--- config.mk ---
export PLATFORM = sky130hd
export DESIGN_NAME = det_stream_sched
export DESIGN_NICKNAME = d
export VERILOG_FILES = /design/src/rtl/det_pkg.sv /design/src/rtl/det1101_en.sv /design/src/rtl/det_stream_sched.sv
export SDC_FILE = /design/constraint.sdc
export NUM_CORES = 1
export LEC_CHECK = 0
export BUFFER_PORTS_ARGS = -buffer_cell sky130_fd_sc_hd__buf_4
export CORE_MARGIN = 1
export CORE_UTILIZATION = 45
export DETAILED_ROUTE_END_ITERATION = 10
export HOLD_SLACK_MARGIN = 0.15
export PLACE_DENSITY = 0.64
export SYNTH_ARGS = -nofsm -noshare
export SYNTH_HDL_FRONTEND = slang
export SYNTH_HIERARCHICAL = 1
export SYNTH_SLANG_ARGS = --single-unit
--- constraint.sdc ---
create_clock -name clk -period 4.8 [get_ports clk]
set_input_delay 0 -clock clk [delete_from_list [all_inputs] [get_ports clk]]
set_output_delay 0 -clock clk [all_outputs]
set_load 0.1 [all_outputs]
--- src/rtl/det_pkg.sv ---
// Shared types for the 1101 stream scheduler.
// Holds the detector states, scheduler states and the match pattern.
package det_pkg;

  typedef enum logic [2:0] {
    S0,
    S1,
    S2,
    S3,
    S4
  } det_state_t;

  typedef enum logic [1:0] {
    IDLE,
    SHIFT,
    FLUSH,
    DONE
  } sched_state_t;

  localparam logic [3:0] DET_PATTERN = 4'b1101;

endpackage

--- src/rtl/det1101_en.sv ---
// Enabled, synchronously clearable 1101 Moore detector (overlap allowed).
// clr has priority over en; state is held while en is low.
module det1101_en
  import det_pkg::*;
(
  input  logic clk,
  input  logic n_rst,
  input  logic en,
  input  logic clr,
  input  logic i,
  output logic o
);

  det_state_t r_st;
  det_state_t w_nxt;

  always_ff @(posedge clk or negedge n_rst) begin
    if (!n_rst) r_st <= S0;
    else        r_st <= w_nxt;
  end

  always_comb begin
    w_nxt = r_st;
    if (clr) begin
      w_nxt = S0;
    end else if (en) begin
      unique case (r_st)
        S0: w_nxt = (i == DET_PATTERN[3]) ? S1 : S0;
        S1: w_nxt = (i == DET_PATTERN[2]) ? S2 : S0;
        S2: w_nxt = (i == DET_PATTERN[1]) ? S3 : S2;
        S3: w_nxt = (i == DET_PATTERN[0]) ? S4 : S0;
        S4: w_nxt = i ? S2 : S0;
        default: w_nxt = S0;
      endcase
    end
  end

  assign o = (r_st == S4);

endmodule

--- src/rtl/det_stream_sched.sv ---
// Round-robin scheduler feeding NREQ word sources through one 1101 detector.
// Each granted word is shifted MSB-first and its match count reported on done.
module det_stream_sched
  import det_pkg::*;
#(
  parameter  int NREQ  = 2,
  parameter  int WIDTH = 8,
  parameter  int CNTW  = 4,
  localparam int IDW   = (NREQ > 1) ? $clog2(NREQ) : 1,
  localparam int BW    = (WIDTH > 1) ? $clog2(WIDTH) : 1
) (
  input  logic                    clk,
  input  logic                    n_rst,
  input  logic [NREQ-1:0]         req,
  input  logic [NREQ*WIDTH-1:0]   data,
  output logic [NREQ-1:0]         gnt,
  output logic                    busy,
  output logic                    bit_out,
  output logic                    done,
  output logic [IDW-1:0]          done_id,
  output logic [CNTW-1:0]         match_cnt
);

  sched_state_t     r_state;
  sched_state_t     w_state_nxt;
  logic [WIDTH-1:0] r_word;
  logic [BW-1:0]    r_idx;
  logic [IDW-1:0]   r_last;
  logic [CNTW-1:0]  r_cnt;
  logic [CNTW-1:0]  w_cnt_nxt;
  logic             r_en_d;
  logic             w_en;
  logic             w_clr;
  logic             w_det_o;
  logic             w_any;
  logic [IDW-1:0]   w_win;
  logic [NREQ-1:0]  w_gnt;
  logic [WIDTH-1:0] w_word;

  // Two passes: indices above r_last first, then wrap to 0..r_last.
  always_comb begin
    w_any  = 1'b0;
    w_win  = '0;
    w_gnt  = '0;
    w_word = '0;
    for (int i = 0; i < NREQ; i++) begin
      if (!w_any && req[i] && (i > int'(r_last))) begin
        w_any    = 1'b1;
        w_win    = IDW'(i);
        w_gnt[i] = 1'b1;
        w_word   = data[i*WIDTH +: WIDTH];
      end
    end
    for (int i = 0; i < NREQ; i++) begin
      if (!w_any && req[i] && (i <= int'(r_last))) begin
        w_any    = 1'b1;
        w_win    = IDW'(i);
        w_gnt[i] = 1'b1;
        w_word   = data[i*WIDTH +: WIDTH];
      end
    end
  end

  always_comb begin
    w_state_nxt = r_state;
    unique case (r_state)
      IDLE:    if (w_any) w_state_nxt = SHIFT;
      SHIFT:   if (r_idx == '0) w_state_nxt = FLUSH;
      FLUSH:   w_state_nxt = DONE;
      DONE:    w_state_nxt = IDLE;
      default: w_state_nxt = IDLE;
    endcase
  end

  assign w_en    = (r_state == SHIFT);
  assign w_clr   = (r_state == IDLE) && w_any;
  assign gnt     = (n_rst && r_state == IDLE) ? w_gnt : '0;
  assign busy    = (r_state != IDLE);
  assign done    = (r_state == DONE);
  assign bit_out = w_en ? r_word[r_idx] : 1'b0;

  // en_d marks cycles where the detector output reflects a shifted bit.
  assign w_cnt_nxt = (r_en_d && w_det_o && (r_cnt != '1))
                   ? r_cnt + 1'b1 : r_cnt;

  det1101_en u_det (
    .clk   (clk),
    .n_rst (n_rst),
    .en    (w_en),
    .clr   (w_clr),
    .i     (bit_out),
    .o     (w_det_o)
  );

  always_ff @(posedge clk or negedge n_rst) begin
    if (!n_rst) begin
      r_state   <= IDLE;
      r_word    <= '0;
      r_idx     <= '0;
      r_last    <= IDW'(NREQ - 1);
      r_cnt     <= '0;
      r_en_d    <= 1'b0;
      match_cnt <= '0;
      done_id   <= '0;
    end else begin
      r_state <= w_state_nxt;
      r_en_d  <= w_en;
      unique case (r_state)
        IDLE: begin
          if (w_any) begin
            r_word <= w_word;
            r_last <= w_win;
            r_cnt  <= '0;
            r_idx  <= BW'(WIDTH - 1);
          end
        end
        SHIFT: begin
          r_idx <= r_idx - 1'b1;
          r_cnt <= w_cnt_nxt;
        end
        FLUSH: begin
          r_cnt     <= w_cnt_nxt;
          match_cnt <= w_cnt_nxt;
          done_id   <= r_last;
        end
        default: ;
      endcase
    end
  end

endmodule

**Word level (Yosys, flattened, before mapping)**

Index checks and enable logic that the tools add are counted.

- Output and inout bits: 10
- Input bits: 20
- Register bits after elaboration: 27
- Logic and storage cells: 76

- Magnitude comparators: 3
- Equality and inequality tests: 10
- Mux-type cells: 29
- Reductions and logical operators: 23
- Add/subtract/negate cells: 2

Operators by type and width:

| cell | count |
|---|---|
| two-way mux 8 bit | 3 |
| two-way mux 3 bit | 4 |
| one-hot mux 3 bit (4 select lines) | 1 |
| two-way mux 1 bit | 11 |
| logical AND 1 bit | 8 |
| two-way mux 2 bit | 4 |
| two-way mux 4 bit | 2 |
| one-hot mux 2 bit (4 select lines) | 1 |
| one-hot mux 4 bit (2 select lines) | 1 |
| AND reduction 2 bit | 4 |
| nonzero test 2 bit | 4 |
| == test 3 x 2 -> 1 bit (second input constant) | 2 |
| zero test 3 bit | 2 |
| one-hot mux 3 bit (2 select lines) | 1 |
| adder 4 x 1 -> 4 bit (second input constant) | 1 |
| == test 2 bit (second input constant) | 2 |
| < comparator 3 x 4 -> 1 bit (second input constant) | 1 |
| inequality test 4 bit (second input constant) | 1 |
| OR reduction 2 bit | 2 |
| binary-select mux 1 bit (select 3 bit) | 1 |
| == test 3 x 1 -> 1 bit (second input constant) | 1 |
| == test 3 bit (second input constant) | 1 |
| subtractor 3 x 1 -> 3 bit (second input constant) | 1 |
| == test 2 x 1 -> 1 bit (second input constant) | 1 |
| 6 further kinds | 7 |

**Longest topological paths before layout**

- Depth after elaboration: 12
- Mapped depth: 7
- Depth with buffers taken out: 6

**By module**

The synthesis kept the hierarchy.

By module, submodules not included:

| module | area each (um^2) | sequential area each (um^2) | times used | cells an instance |
|---|---|---|---|---|
| det_stream_sched | 1370.1 | 601.8 | 1 | 131 |
| det1101_en | 176.4 | 75.1 | 1 | 16 |

**Worst setup path before layout**

OpenSTA, ideal clock, no wires.

- Kind: register to register
- Start: reg r_state[1]
- End: reg u_det.r_st[1]
- Slack: 658 ps
- Buffers on the path: 0
- Arrival: 4075 ps
- Stages on the path, launching flop included: 7
- Period minus slack after synthesis: 4142 ps
- Data required time: 4733 ps
- Library setup time: 67 ps
- Path through: dfrtp_1 > inv_1 > ha_1 > o31ai_1 > a311oi_1 > nor4bb_1 > a32o_1

- Word-level cells in the longest chain between the ends: 6
- Elaborated cells on any way between the ends: 9
- Those cells by class: eq/ne (1); mux (5); reduce/logical (3)

Ends and longest elaborated chain:

| what | line | text |
|---|---|---|
| from (decl) | det_stream_sched.sv:24 | `sched_state_t r_state;` |
| from (signal assigned) | det_stream_sched.sv:106 | `r_state <= w_state_nxt;` |
| == test 2 x 1 -> 1 bit | det_stream_sched.sv:75 | `assign w_en = (r_state == SHIFT);` |
| via w_en | det_stream_sched.sv:32 | `logic w_en;` |
| two-way mux 1 bit | det_stream_sched.sv:80 | `assign bit_out = w_en ? r_word[r_idx] : 1'b0;` |
| via bit_out | det_stream_sched.sv:18 | `output logic bit_out,` |
| two-way mux 2 bit | det1101_en.sv:29, det1101_en.sv:32 |  |
| one-hot mux 3 bit (4 select lines) | det1101_en.sv:27 | `unique case (r_st)` |
| two-way mux 3 bit | det1101_en.sv:26 | `end else if (en) begin` |
| two-way mux 3 bit | det1101_en.sv:24 | `if (clr) begin` |
| to (signal assigned) | det1101_en.sv:19 | `else r_st <= w_nxt;` |
| to (decl) | det1101_en.sv:14 | `det_state_t r_st;` |

The timed path passes the listed nets, and every way through them passes these cells. The select of a mux whose other input is x is not followed.
A chain may end at the register's enable or synchronous reset.

**Worst setup path in the final report**

- Start: reg r_state[0]
- End: reg r_word[5]

- Word-level cells in the longest chain between the ends: 2

Ends and longest elaborated chain:

| what | line | text |
|---|---|---|
| zero test 2 bit | det_stream_sched.sv:108 | `unique case (r_state)` |
| AND reduction 2 bit (no line) | -- |  |
| to (signal assigned) | det_stream_sched.sv:111 | `r_word <= w_word;` |
| to (decl) | det_stream_sched.sv:26 | `logic [WIDTH-1:0] r_word;` |

No other way between the ends.

==> results.yml <==
clocking:
  ctsLongestPathBuffers: 2
  ctsHtreeMaxLevel: 1
  cts_buffers: 3
  cts_tree: "yes"
  cts_sinks: 27
  cts_resized: 0
  cts.clk_slew.worst_paths_ns: 0.15
  clock_latency_ns: 0.32
  root_buffer: "clkbuf_4"
die:
  die_w_um: 60.6
  die_area_sq_mm: 0.00367
  initial_core_util: 0.490
  die_h_um: 60.6
  ios: 30
  rows: 20
  core_sq_mm: 0.00315
status:
  status: "finished clean"
placed_design:
  port_buffers: 29
  place_congestion: 0.815
  placed_cells: 212
  place_hpwl_um: 2410
  placedInstanceArea_sq_mm: 0.00178
global_route:
  grtUsageMet1: 0.286
  grt_max_degree: 27
  grt_use_met3: 0.0213
  met2_usage: 0.366
  antenna_found_initial: 0
  grt_pass1_wl_um: 5750
  grt_usage: 0.211
  grt_pass1_vias: 1278
  busiest_layer: "met2"
  grt.overflow.total: 0
sta:
  maxSlewHeadroom: 0.452
  hold_slack_ns: 0.179
  worst_pin_slew_ns: 0.817
  max_freq_ghz: 0.392
  period_minus_slack_ns: 2.55
  finalHoldViolCount: 0
  setup_violations: 0
  tns_ns: 0
  slew_viol_final: 0
  skew_ns: 0.0109
  rsz0062_at_grt: "no"
  fin_crit_sh: 0.532
synthesis:
  synth_seq_cells: 27
  avgSynthCellArea_sq_um: 10.5
  netlist.area_leader.share: 0.421
  yosysTopAreaCell: "dfrtp_1"
  syn_area_sq_mm: 0.00155
  synth_edf_count: 0
  yosysWarnings: 6
  ys.flop_type: "dfrtp_1"
  synth_most_common_cell: "dfrtp_1"
  synth_fp_nets: 175
  synthTopCellsByCount: "dfrtp_1 (26), and3_1 (10), inv_1 (9)"
  yosys-top-cells-area: "dfrtp_1 (42%), ha_1 (6.5%), a221o_1 (4.5%), and3_1 (4.0%), o21ai_0 (2.6%)"
  async_flop_share: 1.00
  synth-seq-area-share: 0.438
  synth.distinct_cells: 47
  postSynthCellCount: 147
route:
  vias: 1318
  wl_per_cell_um: 14.8
  wirelength_um: 3510
  via_per_inst: 5.56
  antenna_left: 0
  drtIter0Drc: 53
  drc: 0
  firstDrtPassIters: 4
final_layout:
  final-seq-area_sq_um: 677
  post-route-util: 0.644
  n_antenna_cell: 0
  multi_input_area_sq_um: 797
  nFillCells: 273
  final_cells: 237
  layout-drive-gt1-share: 0.218
  final_area_sq_mm: 0.00203
  area_growth_pct: 31.3
  final_nets: 222
power:
  seq_power_share: 0.317
  pwr-share-clk: 0.082
  pwr-share-comb: 0.601
  switching_share: 0.482
  ir_drop_uv: 514
  p_leak_nw: 0.990
  p_int_uw: 630
  power.density_mw_per_mm2: 599
  p_switching_uw: 586
critical_path:
  endpoint_kind: "register"
  crit_type: "reg -> reg"
  cp_num_buf_inv: 2
  required_ns: 5.03
  crit_chain: "inv_1, ha_1, o21ai_1, a221o_1, dlygate4sd3_1"
  path_delay_family: "compound AO/OA/AOI/OAI gates"
  cp_max_fo: 18
  max_stage_delay_ns: 0.56
  r2r_setup_slack_ns: 2.25
  cpMaxStageDelayCell: "dlygate4sd3_1"
  startpoint_type: "register"
  critPathArrivalTime_ns: 2.78
min_path:
  worstHoldPathType: "in -> async"
job:
  cap_violations: 0
==> kinds of logic (layout without fill, tap and decap cells) <==
logic type / Yosys count / count (layout) / share of synthesized area
AOI/OAI and AO/OA: 41 / 41 / 0.205
adders and majority gates: 8 / 8 / 0.0647
buffers and inverters: 17 / 63 / 0.0469
and+or+nand+nor: 45 / 45 / 0.178
DFF: 27 / 27 / 0.438
xor gates and xnor gates: 2 / 2 / 0.0113
muxes: 7 / 7 / 0.0566
==> placed cells by master, fill, tap and decap left out, drive strengths merged, types with 3 or more instances in the layout <==
| master | count |
|---|---|
| a21oi | 3 |
| a221o | 7 |
| a31oi | 3 |
| a41o | 3 |
| and3 | 10 |
| buf | 30 |
| clkbuf | 3 |
| dfrtp | 26 |
| dlygate4sd3 | 20 |
| ha | 8 |
| inv | 9 |
| mux2 | 4 |
| nand2 | 5 |
| nand2b | 3 |
| nand3 | 3 |
| nor2 | 8 |
| nor3b | 4 |
| o21ai | 9 |
==> metrics by stage <==
| stage | total power [mW] | setup WS (ns) |
|---|---|---|
| detailed placement | 1.05 | 2.58 |
| finish | 1.22 | 2.25 |
| global route | 1.30 | 2.08 |
| floorplan | 0.910 | 0.658 |
| CTS | 1.22 | 2.27 |
| global placement | 1.04 | 2.69 |
==> what timing repair did <==
item	4_1_cts	5_1_grt
hold endpoints to repair	38	0
hold buffers	21	0
setup buffers	0	0
==> state kept, by name, summed over array words and instances, names as in the netlist <==
register,count
done_id,1
match_cnt,4
r_cnt,4
r_en_d,1
r_idx,3
r_last,1
r_state,2
r_word,8
u_det/r_st,3
==> worst paths after layout <==
check,startpoint,to,cells after the start
max,r_state[0],r_word[5],5
min,n_rst,u_det/r_st[1],3
max reg2reg,r_state[0],r_word[5],5
min reg2reg,match_cnt[3],match_cnt[3],1
max in group asynchronous,n_rst,r_cnt[2],3
min in group clk,match_cnt[3],match_cnt[3],1
==> tightest hold or removal path, cell delays in order <==
cell and delay (ns):
dlygate4sd3_1 0.53, buf_4 0.15, buf_12 0.18
==> layer usage <==
metal / vias to the layer above / routed length, um
met1: 629 / 1590
met3: 2 / 153
li1: 650 / -
met2: 37 / 1740
met5: - / 0
met4: 0 / 21
==> area by class of cell <==
| cell class | instances | share of cell area |
|---|---|---|
| clock buffer | 3 | 0.0111 |
| clock inverter | 1 | 0.00370 |
| inverter | 9 | 0.0166 |
| multi-input combinational | 103 | 0.392 |
| sequential | 27 | 0.333 |
| tap | 44 | 0.0271 |
| timing repair buffer | 50 | 0.216 |
==> power groups by stage <==
stage | clock [mW] | sequential, mW | combinational (mW)
detailed placement | 0 | 0.389 | 0.665
global placement | 0 | 0.386 | 0.652
floorplan | 0 | 0.458 | 0.452
global route | 0.113 | 0.399 | 0.788
finish | 0.0998 | 0.385 | 0.731
CTS | 0.105 | 0.385 | 0.732
(Power assumes the default switching activity.)
